<file path="src/rtl/compteur_bloc_phase_pkg.sv">
// compteur_bloc_phase_pkg: phase encoding and default width for the ASCON block counter
package compteur_bloc_phase_pkg;
    typedef enum logic [1:0] {IDLE, AD, PT, DONE} phase_t;
    localparam int CPT_W_DEFAULT = 4;
endpackage

</file>
<file path="src/rtl/compteur_bloc_phase_if.sv">
// compteur_bloc_phase_if: control/status bundle between the main ASCON FSM and the block counter
interface compteur_bloc_phase_if
    import compteur_bloc_phase_pkg::*;
#(
    parameter int CPT_W = CPT_W_DEFAULT
);
    logic             start;
    logic             abort;
    logic             enable;
    logic [CPT_W-1:0] nb_ad;
    logic [CPT_W-1:0] nb_pt;
    logic [CPT_W-1:0] cpt;
    phase_t           phase;
    logic             last;
    logic             done;
    logic             busy;
    modport master (output start, abort, enable, nb_ad, nb_pt, input cpt, phase, last, done, busy);
    modport slave (input start, abort, enable, nb_ad, nb_pt, output cpt, phase, last, done, busy);
endinterface

</file>
<file path="src/rtl/compteur_bloc_gen.sv">
// compteur_bloc_gen: up-counter with enable, synchronous clear (dominant) and async active-low reset
module compteur_bloc_gen #(
    parameter int CPT_W = 4
) (
    input  logic             clock_i,
    input  logic             resetb_i,
    input  logic             clr,
    input  logic             en,
    output logic [CPT_W-1:0] q
);
    always_ff @(posedge clock_i or negedge resetb_i)
        if (!resetb_i) q <= '0;
        else q <= clr ? '0 : en ? q + CPT_W'(1) : q;
endmodule

</file>
<file path="src/rtl/compteur_bloc_phase.sv">
// compteur_bloc_phase: bounded AD/PT block counter sequencing IDLE -> AD -> PT -> DONE
module compteur_bloc_phase
    import compteur_bloc_phase_pkg::*;
#(
    parameter int CPT_W = CPT_W_DEFAULT
) (
    input  logic                  clock_i,
    input  logic                  resetb_i,
    compteur_bloc_phase_if.slave  bus
);
    logic [CPT_W-1:0] nb_ad_q, nb_pt_q, cpt, nb_m1;
    phase_t           phase_q, phase_d;
    logic             done_q, busy, take_start, step, at_end;
    assign busy       = phase_q == AD || phase_q == PT;
    assign take_start = bus.start & ~busy & ~bus.abort;
    assign step       = bus.enable & busy & ~bus.abort;
    assign nb_m1      = (phase_q == AD ? nb_ad_q : nb_pt_q) - CPT_W'(1);
    assign at_end     = cpt == nb_m1;
    // empty phases are skipped at start and at the AD->PT boundary
    always_comb
        phase_d = bus.abort ? IDLE :
                  take_start ? (bus.nb_ad != '0 ? AD : bus.nb_pt != '0 ? PT : DONE) :
                  (step && at_end) ? ((phase_q == AD && nb_pt_q != '0) ? PT : DONE) :
                  phase_q;
    compteur_bloc_gen #(.CPT_W(CPT_W)) u_cpt (
        .clock_i  (clock_i),
        .resetb_i (resetb_i),
        .clr      (bus.abort | take_start | (step & at_end)),
        .en       (step & ~at_end),
        .q        (cpt)
    );
    always_ff @(posedge clock_i or negedge resetb_i)
        if (!resetb_i) begin
            phase_q <= IDLE;
            nb_ad_q <= '0;
            nb_pt_q <= '0;
            done_q  <= 1'b0;
        end else begin
            phase_q <= phase_d;
            done_q  <= phase_d == DONE && phase_q != DONE;
            if (take_start) begin
                nb_ad_q <= bus.nb_ad;
                nb_pt_q <= bus.nb_pt;
            end
        end
    assign bus.cpt   = cpt;
    assign bus.phase = phase_q;
    assign bus.last  = busy & at_end;
    assign bus.done  = done_q;
    assign bus.busy  = busy;
endmodule
</file>
<file path="src/flat_wrapper.sv">
// flat-port wrapper written by rule: the top's interface ports become plain ports
module compteur_bloc_phase_flat import compteur_bloc_phase_pkg::*;
#(
    parameter int CPT_W = CPT_W_DEFAULT
)
  (clock_i, resetb_i, bus_start, bus_abort, bus_enable, bus_nb_ad, bus_nb_pt, bus_cpt, bus_phase, bus_last, bus_done, bus_busy);
  compteur_bloc_phase_if #(.CPT_W(CPT_W)) bus_i ();
  input  logic clock_i;
  input  logic resetb_i;
  input wire logic [$bits(bus_i.start)-1:0] bus_start;
  input wire logic [$bits(bus_i.abort)-1:0] bus_abort;
  input wire logic [$bits(bus_i.enable)-1:0] bus_enable;
  input wire logic [$bits(bus_i.nb_ad)-1:0] bus_nb_ad;
  input wire logic [$bits(bus_i.nb_pt)-1:0] bus_nb_pt;
  output wire logic [$bits(bus_i.cpt)-1:0] bus_cpt;
  output wire logic [$bits(bus_i.phase)-1:0] bus_phase;
  output wire logic [$bits(bus_i.last)-1:0] bus_last;
  output wire logic [$bits(bus_i.done)-1:0] bus_done;
  output wire logic [$bits(bus_i.busy)-1:0] bus_busy;
  assign bus_i.start = bus_start;
  assign bus_i.abort = bus_abort;
  assign bus_i.enable = bus_enable;
  assign bus_i.nb_ad = bus_nb_ad;
  assign bus_i.nb_pt = bus_nb_pt;
  assign bus_cpt = bus_i.cpt;
  assign bus_phase = bus_i.phase;
  assign bus_last = bus_i.last;
  assign bus_done = bus_i.done;
  assign bus_busy = bus_i.busy;
  compteur_bloc_phase #(.CPT_W(CPT_W)) u_core (.clock_i(clock_i), .resetb_i(resetb_i), .bus(bus_i));
endmodule
</file>
<file path="config.mk">
export PLATFORM = sky130hd
export DESIGN_NAME = compteur_bloc_phase_flat
export DESIGN_NICKNAME = d
export VERILOG_FILES = /design/src/rtl/compteur_bloc_phase_pkg.sv /design/src/rtl/compteur_bloc_phase_if.sv /design/src/rtl/compteur_bloc_gen.sv /design/src/rtl/compteur_bloc_phase.sv /design/src/flat_wrapper.sv
export SDC_FILE = /design/constraint.sdc
export NUM_CORES = 1
export LEC_CHECK = 0
export ABC_AREA = 1
export BUFFER_PORTS_ARGS = -buffer_cell sky130_fd_sc_hd__buf_2
export CAP_MARGIN = 5
export CORE_MARGIN = 2
export CORE_UTILIZATION = 45
export CTS_BUF_LIST = sky130_fd_sc_hd__clkbuf_8
export CTS_CLUSTER_SIZE = 10
export DETAILED_ROUTE_END_ITERATION = 8
export GPL_TIMING_DRIVEN = 0
export PLACE_DENSITY = 0.78
export REMOVE_ABC_BUFFERS = 1
export SETUP_SLACK_MARGIN = 0.5
export SYNTH_ARGS = -nofsm -noshare
export SYNTH_HDL_FRONTEND = slang
export SYNTH_SLANG_ARGS = --single-unit
</file>
<file path="constraint.sdc">
create_clock -name clock_i -period 5.7 [get_ports clock_i]
set_clock_uncertainty 0.1 [all_clocks]
set_input_delay 0.855 -clock clock_i [delete_from_list [all_inputs] [get_ports clock_i]]
set_output_delay 0.855 -clock clock_i [all_outputs]
set_load 0.02 [all_outputs]
</file>
==> flow_summary.yaml <==
logic_synthesis:
  synth_cells: 135
  syn_area_um2: 1010
  synth-xor-area-share_pct: 2.60
  synth_flop_cell: "dfrtp_1"
  synth_top_family_by_area: "simple AND/OR/NAND/NOR gates"
  ys_types: 27
  synthMuxAreaShare_pct: 0
  async_reset_ff_share_pct: 100
  synth_edf_count: 0
  synthAdderAreaFrac_pct: 4.95
  ys_seq_elements: 15
  synth_compound_area_share_pct: 6.06
  avgSynthCellArea_um2: 7.49
  ys_seq_area_share_pct: 37.1
  yosysWarnings: 0
  yosys.area_share.simple_pct: 39.2
routing:
  wirelength_um: 2010
  wire_per_inst_um: 10.8
  remaining_drc_errors: 0
  drtAntennaViolNets: 0
  dr_total_vias: 879
  dr.pass1.iters: 4
  vias_per_cell: 4.73
  drtIter0Drc: 19
sta:
  fmax_mhz: 299
  hold_viol: 0
  hold_slack_ns: 0.396
  worst_slew_pin_slew_ns: 0.644
  finalSetupTns_ns: 0
  fin_crit_ns: 3.34
  slew_violations: 0
  rsz0062_at_grt: "false"
  slew_headroom_pct: 56.9
  finalCritPeriodShare_pct: 58.6
  setup_violations: 0
pwr:
  design_power_total_uw: 329
  ir_worst_vdd_uv: 162
  leakagePower_nw: 0.639
  power.density_nw_per_um2: 278
global_routing:
  gr-total-overflow: 0
  grt_pass1_wl_um: 3690
  grt_max_degree: 16
  grt_pass1_vias: 873
  grt_use_total_pct: 19.1
  grt_antenna_before_repair: 0
floorplanning:
  core_um2: 2170
  fp.dieH_um: 51.4
  start_util_pct: 46.6
  rows: 17
  die_area_um2: 2640
  num_io_pins: 22
  die_x_um: 51.4
clock_tree:
  insertion_delay_ns: 0.25
  cts_buffers: 3
  ctsResizeCount: 0
  clockBufferDepth: 2
  h-tree-depth: 1
  clock-root-buffer: "clkbuf_8"
  cts.sinks: 15
  ctsHoldBuffers: 0
  postCtsSetupBuffers: 0
  tritoncts: "built"
  clk_pin_slew_ns: 0.06
cells_and_area:
  final_cells: 186
  utilization_pct: 54.5
  areaGrowthSynthToFinish_pct: 17.0
  n_antenna_cell: 0
  fin_nets: 176
  fillers: 218
  layout-drive-gt1-share_pct: 32.9
critical_path:
  worst_setup_path_start_kind: "flop"
  worstSetupPathType: "reg -> out"
  cp.arrival_ns: 2.39
  r2r_end: "u_core.bus.done"
  rrSetupSlack_ns: 3.26
  endpoint_kind: "output pin"
  rr_worst_depth: 14
  critPathMaxFanout: 8
  worstPathRequired_ns: 4.74
  r2r_start: "u_core.bus.phase[1]"
worst_hold_path:
  hold_class: "in -> async"
place:
  dp_cells: 182
  port-buffer-count: 21
  place.gp.congestion: 0.779
  dp_hpwl_um: 1640
status:
  status: "finished, final reports clean"
job:
  drv_cap: 0
## worst max-delay path, cell delays in order, from the launching register on
cell     delay [ns]
dfrtp_1        0.40
inv_1          0.09
ha_1           0.41
inv_8          0.07
nand2_4        0.08
nand2_2        0.06
ha_1           0.30
xor2_1         0.13
nand3_1        0.13
nor2_4         0.17
and2_1         0.13
buf_2          0.15
## cells in the mapped netlist (2+ instances only)
cell type | instances | area share (%)
nor2_1 | 7 | 2.6
nand3_1 | 8 | 4.0
nor2_2 | 3 | 1.9
o21ai_0 | 6 | 3.0
inv_2 | 4 | 1.5
nand2_2 | 13 | 8.0
ha_1 | 4 | 5.0
nand2_1 | 39 | 14
inv_1 | 16 | 5.9
a21oi_1 | 2 | 0.99
xor2_1 | 3 | 2.6
dfrtp_1 | 15 | 37
## through the flow
| stage | area (um^2) | setup slack [ns] |
|---|---|---|
| 3_5_place_dp | 1140 | 2.62 |
| 5_1_grt | 1180 | 2.19 |
| 3_3_place_gp | 1140 | 2.62 |
| 2_1_floorplan | 996 | 2.67 |
| 4_1_cts | 1180 | 2.34 |
| 6_report | 1180 | 2.36 |
## worst max-delay path by stage
stage,start,endpoint,slack (ns),cells past startpoint
floorplan,u_core.bus.phase[1],bus_last,2.67,10
global placement,u_core.bus.phase[1],bus_last,2.62,11
detailed placement,u_core.bus.phase[1],bus_last,2.62,11
CTS,u_core.bus.phase[1],bus_last,2.34,11
global route,u_core.bus.phase[1],bus_last,2.19,11
finish,u_core.bus.phase[1],bus_last,2.36,11
## flip-flops by register name (all words and copies together) (netlist names)
name and flops:
u_core.nb_ad_q 4, u_core.nb_pt_q 4, u_core.bus.done 1, u_core.bus.phase 2
u_core.u_cpt.q 4
## cell type report
class / count / area (um^2) / share of cell area [%]
Clock buffer: 3 / 41.3 / 3.49
Clock inverter: 1 / 5.00 / 0.423
Inverter: 21 / 86.3 / 7.30
Multi-Input combinational cell: 97 / 534 / 45.2
Sequential cell: 15 / 375 / 31.7
Tap cell: 28 / 35.0 / 2.96
Timing Repair Buffer: 21 / 105 / 8.89
## report_power, final
part           leakage (nW)  internal (mW)  switching (mW)
combinational         0.420         0.0387          0.0705
sequential            0.194          0.121          0.0103
clock                0.0255         0.0485          0.0401
total                 0.639          0.208           0.121
## cell families (layout without fill, tap and decap cells)
logic type                 count (synthesis)  count (layout)
buffers and inverters                     23              46
AOI/OAI and AO/OA                         11              11
DFF                                       15              15
adders and majority gates                  4               4
xor gates and xnor gates                   3               3
and+or+nand+nor                           79              79
## per-layer routing
metal | global-route usage [%] | share of wire, % | wire length, um
met1 | 23.4 | 44 | 893
met4 | 10.5 | 2.3 | 46
met5 | 0 | 0 | 0
met2 | 31.8 | 50 | 1010
met3 | 2.92 | 3.0 | 60
## cells in the final DEF (no fill, tap or decap), drive strengths merged
cell / instances
nand2: 53
buf: 21
inv: 21
dfrtp: 15
nor2: 11
nand3: 10
o21ai: 7
ha: 4
xor2: 3
clkbuf: 3
a21oi: 3
nor3: 2
o31ai: 1
nand4: 1
nor4: 1
and2: 1
clkinv: 1
(Power assumes the default switching activity.)
